File: config.mk
export PLATFORM = sky130hd
export DESIGN_NAME = traffic_tick_gen
export DESIGN_NICKNAME = d
export VERILOG_FILES = /design/src/rtl/traffic_tick_gen.sv
export SDC_FILE = /design/constraint.sdc
export NUM_CORES = 1
export LEC_CHECK = 0
export ABC_AREA = 1
export BUFFER_PORTS_ARGS = -buffer_cell sky130_fd_sc_hd__buf_2
export CORE_MARGIN = 8
export CORE_UTILIZATION = 25
export DETAILED_ROUTE_END_ITERATION = 10
export HOLD_SLACK_MARGIN = 0.15
export PLACE_DENSITY = 0.43
export SYNTH_ARGS = -nofsm -noshare
export SYNTH_HDL_FRONTEND = slang
export SYNTH_SLANG_ARGS = --single-unit
File: constraint.sdc
create_clock -name clk -period 2.44 [get_ports clk]
set_input_delay 0.366 -clock clk [delete_from_list [all_inputs] [get_ports clk]]
set_output_delay 0.366 -clock clk [all_outputs]
set_load 0.02 [all_outputs]
File: src/rtl/traffic_tick_gen.sv
// rtl/traffic_tick_gen.sv - programmable tick timebase with pause, single-step and shadowed period reload
// Optional TRAFFIC_TICK_GEN_COUNT_EN adds a saturating tick_total counter output.
module traffic_tick_gen #(
   parameter int PERIOD_W       = 16,
   parameter int DEFAULT_PERIOD = 6
) (
   input  logic                clk,
   input  logic                rst,
   input  logic                en,
   input  logic                period_wr,
   input  logic [PERIOD_W-1:0] period_in,
   input  logic                step,
   output logic                tick,
   output logic [PERIOD_W-1:0] period_cur,
   output logic                pending
`ifdef TRAFFIC_TICK_GEN_COUNT_EN
   ,
   output logic [31:0]         tick_total
`endif
);

   typedef enum logic [1:0] {IDLE, RUN, STEP} state_t;

   localparam logic [PERIOD_W-1:0] ONE = {{(PERIOD_W-1){1'b0}}, 1'b1};
   localparam logic [PERIOD_W-1:0] DEF = DEFAULT_PERIOD[PERIOD_W-1:0];

   state_t              state;
   logic [PERIOD_W-1:0] cnt;
   logic [PERIOD_W-1:0] shadow;
   logic [PERIOD_W-1:0] wr_val;
   logic                wrap;

   assign wr_val = (period_in == '0) ? ONE : period_in;
   assign wrap   = (cnt == period_cur - ONE);

   always_ff @(posedge clk) begin
      if (rst) begin
         state      <= IDLE;
         cnt        <= '0;
         shadow     <= '0;
         period_cur <= DEF;
         pending    <= 1'b0;
         tick       <= 1'b0;
      end else if (en) begin
         state <= RUN;
         if (wrap) begin
            // A write landing on the wrap edge governs the next interval directly.
            cnt     <= '0;
            tick    <= 1'b1;
            pending <= 1'b0;
            if (period_wr)
               period_cur <= wr_val;
            else if (pending)
               period_cur <= shadow;
         end else begin
            cnt  <= cnt + ONE;
            tick <= 1'b0;
            if (period_wr) begin
               shadow  <= wr_val;
               pending <= 1'b1;
            end
         end
      end else begin
         // Paused: period changes take effect at once and restart the interval.
         if (period_wr) begin
            period_cur <= wr_val;
            cnt        <= '0;
            pending    <= 1'b0;
         end
         if (state == IDLE && step) begin
            state <= STEP;
            tick  <= 1'b1;
         end else begin
            state <= IDLE;
            tick  <= 1'b0;
         end
      end
   end

`ifdef TRAFFIC_TICK_GEN_COUNT_EN
   always_ff @(posedge clk) begin
      if (rst)
         tick_total <= '0;
      else if (tick && tick_total != 32'hFFFF_FFFF)
         tick_total <= tick_total + 32'd1;
   end
`else
   // No tick counter in this build.
`endif

endmodule

-- Yosys cells after proc, flatten, opt, wreduce, memory -nomap -nowiden
Cells that the tools add are included.
Widths: inputs -> output; s select.
- logic and storage cells: 40
- output and inout port bits: 18
- flip-flop bits (word level): 52
- bits of input ports: 21
- multiplexer cells: 18
- equality and inequality tests: 3
- add/sub/neg operators: 2
- bitwise logic cells: 1
- reductions and logical operators: 9
- operators by type and width (operator ; number):
    $mux 16 ; 9
    $add 16x1->16 const B ; 1
    $eq 16x16->1 ; 1
    $logic_not 16->1 ; 1
    $sub 16x1->16 const B ; 1
    $mux 1 ; 8
    $reduce_and 3->1 ; 2
    $reduce_bool 2->1 ; 2
    $ne 3x3->1 const B ; 1
    $logic_not 2->1 ; 1
    $mux 2 ; 1
    $ne 2x1->1 const B ; 1
    $reduce_and 2->1 ; 1
    $reduce_or 2->1 ; 1
    $logic_and 1x1->1 ; 1
    $not 1->1 ; 1

-- Depth between registers and ports, before layout
Gate-level depths: netlist (run 1).
- word-level depth: 5
- mapped depth: 17
- depth with buffers taken out: 16

-- Worst setup path after synthesis (run 1)
No wires, ideal clock.
- path kind: register to register
- start point: register period_cur[0]
- end point: register period_cur[2]
- cell stages (with the launch flop): 17
- slack: 0.221 ns
- setup time: 0.134 ns
- period minus slack after synthesis: 2.219 ns
- data required time: 2.306 ns
- buffers on the path: 1
- arrival time: 2.086 ns
- cell sequence: dfxtp_1 > inv_2 > ha_1 > inv_1 > nand2_1 > nand2_1 > nor2_1 > nand2_1 > nor2_1 > nand2_1 > nor2_1 > nand3_2 > o21bai_4 > nand2_4 > buf_2 > nand2_1 > nand3_1
- word-level cells in the longest chain between the ends: 4
- elaborated cells between the ends (all ways): 5
- those cells by class: add/sub (1); eq/ne (3); reduce/logical (1)
- RTL lines (item ; line ; text):
    start, declared ; 14 ; output logic [PERIOD_W-1:0] period_cur,
    start signal, assigned ; 52 ; period_cur <= wr_val;
    start signal, assigned ; 54 ; period_cur <= shadow;
    start signal, assigned ; 66 ; period_cur <= wr_val;
    $sub 16x1->16 * ; 34 ; assign wrap = (cnt == period_cur - ONE);
    $eq 16x16->1 * ; 34 ;
    $ne 3x3->1 (no line) or $ne 2x1->1 (tied branches) ; - ;
    $reduce_and 3->1 (no line) * ; - ;
Every way passes the cells marked *; elsewhere a longest branch is shown, timed or not.
A chain may end at the register's enable or synchronous reset.

-- Worst setup path in the final report (run 1)
- start point: register period_cur[1]
- end point: register period_cur[14]
Same word-level chain as after synthesis.

==> flow_metrics.py, run 1 <==
metrics = {
    "die": {
        "die_h_um": 133,
        "dieWidth_um": 133,
        "rows": 43,
        "initial_core_util_pct": 25.2,
        "dieArea_sq_um": 17800,
        "io_pins": 39,
        "core_sq_um": 13700,
    },
    "yosys": {
        "syn_area_per_cell_sq_um": 6.06,
        "yosysSeqAreaShare_pct": 30.2,
        "ys_seq_elements": 52,
        "synthTopCellsByArea": "dfxtp_1 (30%), nand2_1 (20%), nor2_1 (9.7%), inv_1 (7.4%), nand3_1 (5.2%)",
        "postSynthCellCount": 569,
        "synth_area_sq_um": 3450,
        "synth_top_area_share_pct": 30.2,
        "async_reset_ff_share_pct": 0,
        "yosysUniqueCellTypes": 32,
        "synthTopCellsByCount": "nand2_1 (183), nor2_1 (89), inv_1 (68), dfxtp_1 (52), nand3_1 (36)",
        "synth_edf_count": 0,
        "synth.net_count": 592,
        "yosysWarnings": 0,
        "ys.flop_type": "dfxtp_1",
        "yosys.area.top_type": "dfxtp_1",
        "synth.most_common_cell": "nand2_1",
    },
    "finish": {
        "area_growth_pct": 17.9,
        "multiInputGateArea_sq_um": 2050,
        "nets": 628,
        "final_util_pct": 29.7,
        "antennaDiodeCount": 0,
        "final-seq-area_sq_um": 1040,
        "nFillCells": 1588,
        "drive_above_1_share_pct": 14.0,
    },
    "critical_path": {
        "crit_fanout": 28,
        "cp_slowest_cell": "dfxtp_2",
        "cp_top_family": "simple AND/OR/NAND/NOR gates",
        "crit_type": "reg2reg",
        "startpoint_type": "flop",
        "crit_top_cell": "nor2_1",
        "worstPathArrival_ns": 2.37,
        "path_cells": "inv_1, ha_2, inv_1, nand2_1, nand2_1, nor2_1, nand2_1, nor2_1, nand2_1, nor2_1, nand3_2, o21bai_4, nand2_4, nor2_1, nor2_1",
        "r2r_setup_slack_ns": 0.26,
        "reg2reg_to": "period_cur[14]",
        "worstRegToRegCells": 15,
        "cp.required_ns": 2.63,
        "crit_path_max_incr_delay_ns": 0.35,
        "end_kind": "flop",
        "crit_buf_inv": 2,
        "reg2reg_from": "period_cur[1]",
    },
    "power": {
        "irDropWorstVdd_v": 0.000271,
        "switching_share_pct": 28.8,
        "power_frac_seq_pct": 40.9,
        "p_sw_mw": 0.660,
        "p_comb_share_pct": 20.0,
        "p_int_mw": 1.63,
        "p_per_area_nw_per_um2": 564,
        "clock_power_share_pct": 39.2,
        "p_leak_nw": 2.04,
    },
    "place": {
        "dp_hpwl_um": 7860,
        "portBuffers": 38,
        "place_ws_ns": 0.152,
        "globalplace.congestion": 0.849,
    },
    "global_routing": {
        "grtUsageMet2_pct": 18.6,
        "grt_util_all_layers_pct": 11.5,
        "antenna_found_initial": 0,
        "met1_usage_pct": 14.8,
        "grt.busiest_layer": "met2",
        "grt_pass1_vias": 3377,
        "gr-total-overflow": 0,
        "grt_pass1_wl_um": 16700,
        "grt_start_max_net_pins": 33,
        "grt_use_met3_pct": 2.33,
    },
    "timing": {
        "worst_hold_slack_ns": 0.323,
        "hold_viol": 0,
        "worstMarginPinSlew_ns": 1.11,
        "fin_ws_ns": 0.260,
        "rsz0062_at_grt": "no",
        "clock_skew_ns": 0.00743,
        "fin_setup_tns_ns": 0,
        "finalSetupViolations": 0,
        "max_freq_mhz": 459,
        "post-route-min-period_ns": 2.18,
        "drv_slew": 0,
        "slew_headroom_pct": 25.6,
        "fin_crit_sh_pct": 89.4,
    },
    "clock_tree": {
        "cts_root_buffer": "clkbuf_16",
        "ctsHoldBuffers": 0,
        "clk_pin_slew_ns": 0.07,
        "cts_tree": "yes",
        "cts_buffer_depth": 2,
        "post-cts-setup-buffer-count": 0,
        "numCtsBuffers": 5,
        "cts-htree-levels": 2,
        "clk_latency_ns": 0.30,
        "cts_sinks": 52,
    },
    "min_path": {
        "hold_end": "shadow[4]",
        "hold_start": "period_in[4]",
        "worstHoldPathCells": 3,
        "min_path_type": "in2reg",
    },
    "run": {
        "drv_cap": 0,
    },
    "detailed_routing": {
        "drt_iter0_drc": 175,
        "vias": 3469,
        "finalWirelength_um": 10100,
        "viasPerCell": 4.42,
        "ant_nets": 0,
        "wl_per_cell_um": 12.9,
        "first_pass_iters": 4,
        "remaining_drc_errors": 0,
    },
    "outcome": {
        "status": "finished clean",
    },
}
power by group through the flow:
stage               sequential, mW  clock [mW]  combinational, mW
finish                       0.936       0.897              0.457
global route                 0.943       0.960              0.526
CTS                          0.937       0.928              0.456
detailed placement           0.957           0              0.454
global placement             0.956           0              0.453
floorplan                    0.971           0              0.298
stage by stage:
stage                     total power [mW]  instance area (sq um)  cells
after detailed placement              1.41                   3860    778
final                                 2.29                   4060    785
after global routing                  2.43                   4060    785
after CTS                             2.32                   4040    785
after global placement                1.41                   3860    778
after floorplan                       1.27                   3450    569
final cells by class:
| class | count | share of cell area [%] |
|---|---|---|
| Inverter | 71 | 6.56 |
| Multi-Input combinational cell | 427 | 50.4 |
| Tap cell | 180 | 5.54 |
| Sequential cell | 52 | 25.7 |
| Clock inverter | 2 | 1.48 |
| Clock buffer | 5 | 3.08 |
| Timing Repair Buffer | 48 | 7.24 |
flip-flops by register name, summed over array words and instances, names as in the netlist:
name,cells
shadow,16
period_cur,16
pending,1
cnt,16
state,2
tick,1
worst max-delay path by stage:
stage	from	slack [ns]	endpoint	cells after the start
finish	period_cur[1]	0.26	period_cur[14]	15
detailed placement	period_cur[5]	0.15	shadow[9]	15
floorplan	period_cur[0]	0.22	period_cur[2]	16
global route	period_cur[0]	0.005	shadow[9]	17
CTS	period_cur[5]	0.13	shadow[12]	15
global placement	period_cur[5]	0.16	shadow[3]	15
repair_timing:
action,CTS,global route
endpoints found under the setup margin,0,38
endpoints found under the hold margin,0,0
gates resized for setup,0,7
cell usage in the layout (no fill, tap or decap), types with 4 or more instances in the layout:
master,instances
xor2_1,16
nor2_1,87
nand4_1,14
nand2_1,183
o21ai_0,19
inv_1,68
buf_2,38
dfxtp_1,51
buf_4,7
nand3_1,36
nand3b_1,7
nor2_2,9
nor4_1,5
clkbuf_16,5
nor3_1,6
xnor2_1,4
a21oi_1,19
cell families (layout without fill, tap and decap cells):
logic type / after synthesis / count (layout) / share of synthesized area, %
simple gates: 363 / 363 / 46.5
buf+inv: 90 / 126 / 10.8
flops: 52 / 52 / 30.2
fa+ha+maj: 2 / 2 / 0.726
xor+xnor: 20 / 20 / 5.08
compound gates: 42 / 42 / 6.68
layer usage:
layer	vias up	share of wire, %
met4	0	1.7
met3	10	4.3
met2	61	44
li1	1840	-
met1	1558	50
met5	-	0
worst register-to-register path: cells and delay by family (launching register included):
kind | cells | cell delay [ns]
simple gates | 11 | 1.12
fa+ha+maj | 1 | 0.32
buf+inv | 2 | 0.10
flops | 1 | 0.35
compound gates | 1 | 0.19
(Power assumes the default switching activity.)
==> run 2: changes to the inputs <==
- ABC_AREA: 1 -> 0
==> flow_metrics.py, run 2 <==
metrics = {
    "outcome": {
        "status": "finished with violations",
        "violations": "setup timing",
    },
    "critical_path": {
        "reg2reg_from": "period_cur[3]",
        "reg2reg_to": "period_cur[9]",
        "startpoint_type": "flop",
        "worstPathArrival_ns": 2.80,
        "r2r_setup_slack_ns": -0.12,
        "crit_fanout": 29,
        "crit_type": "reg2reg",
        "worstRegToRegCells": 8,
        "end_kind": "flop",
        "cp.required_ns": 2.67,
    },
    "finish": {
        "instances_no_fill": 625,
        "nets": 475,
        "area_growth_pct": 36.9,
        "mostFrequentLayoutCells": "buf_4 (52), dfxtp_1 (47), buf_2 (38)",
        "final_common_cell": "buf_4",
        "top_regs": "cnt x16, period_cur x16, shadow x16",
        "drive_above_1_share_pct": 32.9,
        "antennaDiodeCount": 0,
    },
    "power": {
        "clock_power_share_pct": 33.4,
        "irDropWorstVdd_v": 0.000294,
        "p_per_area_nw_per_um2": 499,
        "p_int_mw": 1.51,
        "power_frac_seq_pct": 42.7,
        "p_comb_share_pct": 23.9,
        "p_leak_nw": 1.66,
        "switching_share_pct": 29.7,
        "p_sw_mw": 0.638,
    },
    "place": {
        "globalplace.congestion": 0.831,
        "dp_hpwl_um": 6950,
        "placed_cells": 612,
        "portBuffers": 38,
        "place_ws_ns": -0.0496,
    },
    "run": {
        "drv_cap": 0,
    },
    "clock_tree": {
        "cts_tree": "yes",
        "cts_root_buffer": "clkbuf_16",
        "cts-htree-levels": 2,
        "cts_buffer_depth": 2,
        "cts_sinks": 52,
        "numCtsBuffers": 5,
        "clk_latency_ns": 0.30,
        "clk_pin_slew_ns": 0.07,
        "ctsHoldBuffers": 0,
    },
    "detailed_routing": {
        "drt-met1-wl_um": 4970,
        "ant_nets": 0,
        "finalWirelength_um": 9610,
        "remaining_drc_errors": 0,
        "wl_per_cell_um": 15.4,
        "dr_wl_met3_um": 223,
        "wl_met2_um": 4310,
        "first_pass_iters": 4,
        "drt_iter0_drc": 156,
        "viasPerCell": 4.82,
        "topRoutingLayerUsed": "met4",
        "vias": 3013,
    },
    "global_routing": {
        "grt_start_max_net_pins": 55,
        "grt_pass1_wl_um": 15200,
        "antenna_found_initial": 0,
        "gr-total-overflow": 0,
        "grt_pass1_vias": 2935,
        "grt_util_all_layers_pct": 11.5,
    },
    "yosys": {
        "synth.most_common_cell": "dfxtp_1",
        "ys_seq_elements": 52,
        "synth_area_sq_um": 3150,
        "synthTopCellsByArea": "dfxtp_1 (33%), mux2i_1 (7.3%), nand4b_1 (4.4%), o21ai_0 (4.1%), nand2b_1 (3.8%)",
        "synth.net_count": 402,
        "yosysWarnings": 0,
        "postSynthCellCount": 379,
        "synth_top_area_share_pct": 33.0,
        "async_reset_ff_share_pct": 0,
        "yosysUniqueCellTypes": 58,
        "ys.flop_type": "dfxtp_1",
        "yosys.area.top_type": "dfxtp_1",
        "yosysSeqAreaShare_pct": 33.0,
        "syn_area_per_cell_sq_um": 8.32,
        "synth_edf_count": 0,
        "synthTopCellsByCount": "dfxtp_1 (52), o21ai_0 (26), clkbuf_1 (24), mux2i_1 (23), nand2b_1 (19)",
    },
    "timing": {
        "slew_headroom_pct": 52.3,
        "finalSetupViolations": 43,
        "post-route-min-period_ns": 2.56,
        "rsz0062_at_grt": "yes",
        "fin_ws_ns": -0.124,
        "fin_crit_sh_pct": 105,
        "worstMarginPinSlew_ns": 0.711,
        "fin_setup_tns_ns": -2.99,
        "max_freq_mhz": 390,
        "hold_viol": 0,
        "worst_hold_slack_ns": 0.288,
        "drv_slew": 0,
        "clock_skew_ns": 0.00680,
    },
    "die": {
        "rows": 41,
        "io_pins": 39,
        "initial_core_util_pct": 25.3,
        "dieArea_sq_um": 16500,
        "die_h_um": 128,
        "core_sq_um": 12500,
        "dieWidth_um": 128,
    },
    "min_path": {
        "min_path_type": "in2reg",
        "hold_end": "state[1]",
        "hold_start": "step",
        "worstHoldPathCells": 2,
    },
}
[run 2: changes by cell type in the layout (fill, tap and decap cells not counted), sizes merged, moves of 16 or more]
cell / change
nand2: -171
nor2: -84
inv: -65
buf: +48
mux2i: +23
nand3: -21
nand2b: +19
o21ai: +18
nand4b: +16
[run 2: power groups by stage]
stage	logic [mW]	clock network, mW	registers [mW]
after CTS	0.486	0.742	0.918
after floorplan	0.263	0	0.960
final	0.515	0.719	0.919
after detailed placement	0.479	0	0.938
after global routing	0.562	0.769	0.924
after global placement	0.477	0	0.937
[run 2: cells by family after synthesis]
logic type,share of synthesized area [%]
AOI/OAI and AO/OA,18.8
buffers and inverters,5.48
adders and majority gates,0.794
muxes,8.02
xor gates and xnor gates,6.11
and+or+nand+nor,27.8
DFF,33.0
[run 2: critical path: stages, from the launching register on]
cell,delay (ns)
dfxtp_4,0.36
or4_4,0.57
a211oi_2,0.27
o22ai_2,0.12
a2111oi_4,0.37
a21oi_2,0.12
buf_12,0.17
or3_1,0.39
a21oi_2,0.13
[run 2: area by class of cell]
type                    count  area, sq um
clock buffers               6          129
clock inverters             2         16.3
fillers                  1313         8150
inverters                   7         28.8
multi-input cells         288         2130
flip-flops and latches     52         1050
well taps                 172          215
repair buffers             98          742
[run 2: metal layers]
layer / vias to the layer above / GRT usage [%]
li1: 1539 / -
met4: 0 / 3.15
met5: - / 0
met3: 7 / 1.79
met2: 41 / 18.0
met1: 1426 / 15.9
[run 2: what timing repair did]
action                                  in CTS  in global routing
pin swaps                                    6                 14
resized for setup                            2                 30
buffers inserted                             1                  2
cloned                                       0                  2
endpoints found under the setup margin      24                 50
[run 2: through the flow]
stage / power [mW] / area [sq um] / util, %
floorplan: 1.22 / 3220 / -
global placement: 1.41 / 3960 / 31.8
detailed placement: 1.42 / 3960 / 31.8
CTS: 2.15 / 4120 / 33.1
global route: 2.25 / 4320 / 34.6
finish: 2.15 / 4320 / 34.6
[run 2: how the worst max path moves through the flow]
stage / start / end
2_1_floorplan: period_cur[1] / period_cur[7]
3_3_place_gp: period_cur[1] / cnt[2]
3_5_place_dp: period_cur[1] / cnt[2]
4_1_cts: period_cur[1] / cnt[2]
5_1_grt: period_cur[3] / period_cur[12]
6_report: period_cur[3] / period_cur[9]
==> run 3: changes to the inputs <==
- CORE_UTILIZATION: 25 -> 30
- CTS_CLUSTER_SIZE: default -> 14
- PLACE_DENSITY: 0.43 -> 0.49
==> flow_metrics.py, run 3 (synthesis results as in run 2) <==
metrics = {
    "clock_tree": {
        "numCtsBuffers": 5,
        "cts_tree": "yes",
        "clk_pin_slew_ns": 0.11,
        "cts_buffer_depth": 2,
        "cts-htree-levels": 2,
        "clk_latency_ns": 0.32,
        "cts_root_buffer": "clkbuf_8",
        "cts_sinks": 52,
    },
    "finish": {
        "top_regs": "cnt x16, period_cur x16, shadow x16",
        "mostFrequentLayoutCells": "buf_4 (50), dfxtp_1 (46), buf_2 (39)",
        "final_common_cell": "buf_4",
        "area_growth_pct": 33.8,
        "final_util_pct": 41.1,
        "multiInputGateArea_sq_um": 2130,
        "final-seq-area_sq_um": 1060,
        "nFillCells": 1069,
        "instances_no_fill": 591,
        "drive_above_1_share_pct": 34.5,
        "antennaDiodeCount": 0,
        "stdcell_area_sq_um": 4220,
        "nets": 477,
    },
    "die": {
        "initial_core_util_pct": 30.7,
        "die_h_um": 119,
        "dieArea_sq_um": 14000,
        "dieWidth_um": 119,
        "rows": 37,
        "io_pins": 39,
        "core_sq_um": 10300,
    },
    "power": {
        "p_sw_mw": 0.619,
        "power_mw": 1.95,
        "p_comb_share_pct": 25.9,
        "clock_power_share_pct": 26.9,
        "p_per_area_nw_per_um2": 463,
        "irDropWorstVdd_v": 0.000248,
        "p_int_mw": 1.33,
        "p_leak_nw": 1.65,
        "switching_share_pct": 31.7,
        "power_frac_seq_pct": 47.2,
    },
    "critical_path": {
        "reg2reg_from": "period_cur[0]",
        "r2r_setup_slack_ns": -0.1,
        "cp-endpoint": "cnt[10]",
        "crit_type": "reg2reg",
        "crit_path_max_incr_delay_ns": 0.38,
        "cp.required_ns": 2.64,
        "reg2reg_to": "cnt[10]",
        "startpoint": "period_cur[0]",
        "crit_top_cell": "buf_6",
        "path_cells": "inv_2, ha_4, nor3b_4, buf_6, nand4_1, xnor2_2, a2111oi_4, o211ai_1, buf_6, buf_12, clkbuf_16, a31oi_1, mux2i_1",
        "worstPathArrival_ns": 2.74,
        "cp_slowest_cell": "dfxtp_4",
        "end_kind": "flop",
        "crit_fanout": 8,
        "worstRegToRegCells": 13,
        "startpoint_type": "flop",
    },
    "detailed_routing": {
        "vias": 3049,
        "remaining_drc_errors": 0,
        "drt_iter0_drc": 163,
        "viasPerCell": 5.16,
        "wl_per_cell_um": 15.4,
        "first_pass_iters": 4,
        "ant_nets": 0,
        "finalWirelength_um": 9100,
    },
    "place": {
        "placed_cells": 576,
        "dpl-instance-area_sq_um": 3880,
        "portBuffers": 38,
        "dp_hpwl_um": 6690,
        "globalplace.congestion": 0.768,
    },
    "outcome": {
        "violations": "setup timing",
        "status": "finished with violations",
    },
    "timing": {
        "drv_slew": 0,
        "hold_viol": 0,
        "worstMarginPinSlew_ns": 0.613,
        "rsz0062_at_grt": "yes",
        "worst_hold_slack_ns": 0.273,
        "fin_crit_sh_pct": 104,
        "max_freq_mhz": 394,
        "clock_skew_ns": 0.00935,
        "slew_headroom_pct": 58.9,
        "post-route-min-period_ns": 2.54,
        "fin_ws_ns": -0.0971,
        "finalSetupViolations": 34,
    },
    "run": {
        "drv_cap": 0,
    },
    "global_routing": {
        "antenna_found_initial": 0,
        "grt_util_all_layers_pct": 12.5,
        "grt_start_max_net_pins": 55,
        "grt_pass1_wl_um": 14500,
        "grt_pass1_vias": 2868,
        "gr-total-overflow": 0,
    },
    "min_path": {
        "min_path_type": "in2reg",
    },
}
[run 3: routing by layer]
| metal | vias to the layer above | share of wire, % | GRT usage (%) |
|---|---|---|---|
| met5 | - | 0 | 0 |
| met4 | 0 | 1.0 | 4.03 |
| met2 | 47 | 46 | 19.8 |
| met1 | 1448 | 50 | 16.7 |
| li1 | 1550 | - | - |
| met3 | 4 | 3.0 | 2.43 |
[run 3: power by group through the flow]
stage	registers [mW]	clock network, mW	logic [mW]
final	0.922	0.525	0.505
after global placement	0.941	0	0.460
after detailed placement	0.941	0	0.463
after CTS	0.922	0.542	0.475
after global routing	0.928	0.577	0.549
after floorplan	0.960	0	0.263
[run 3: worst max-delay path: cells and delay by family, from the launching register on]
family                   cells  cell delay, ns
buffers and inverters        5            0.67
AO/OA/AOI/OAI                3            0.67
flip-flops                   1            0.38
AND/OR/NAND/NOR              2            0.31
XOR/XNOR                     1            0.18
adder cells (fa/ha/maj)      1            0.12
multiplexers                 1            0.09
[run 3: through the flow]
step                setup WS (ns)  setup TNS [ns]
floorplan                 0.00950               0
global placement          -0.0745           -1.08
detailed placement         -0.125           -2.48
CTS                       -0.0933           -1.88
global route               -0.223           -6.43
finish                    -0.0971          -0.980
[run 3: area by class of cell]
class                      instances  share of cell area [%]
clock buffer                       5                    1.63
clock inverter                     3                   0.534
inverter                           7                   0.623
multi-input combinational        288                    50.5
sequential                        52                    25.0
tap                              136                    4.03
timing repair buffer             100                    17.6
[run 3: worst min-delay path by stage]
| stage | startpoint | endpoint | cells past startpoint |
|---|---|---|---|
| after CTS | step | state[1] | 2 |
| after floorplan | shadow[1] | shadow[1] | 2 |
| after detailed placement | shadow[3] | shadow[3] | 2 |
| final | step | state[1] | 2 |
| after global routing | step | state[1] | 2 |
| after global placement | shadow[3] | shadow[3] | 2 |
[run 3: timing repair]
action                     in CTS  in global routing
setup endpoints to repair      43                 50
cloned                          0                  2
setup buffers                   3                  3
pin swaps                       3                  9
hold buffers                    0                  0
resized for setup              13                 33
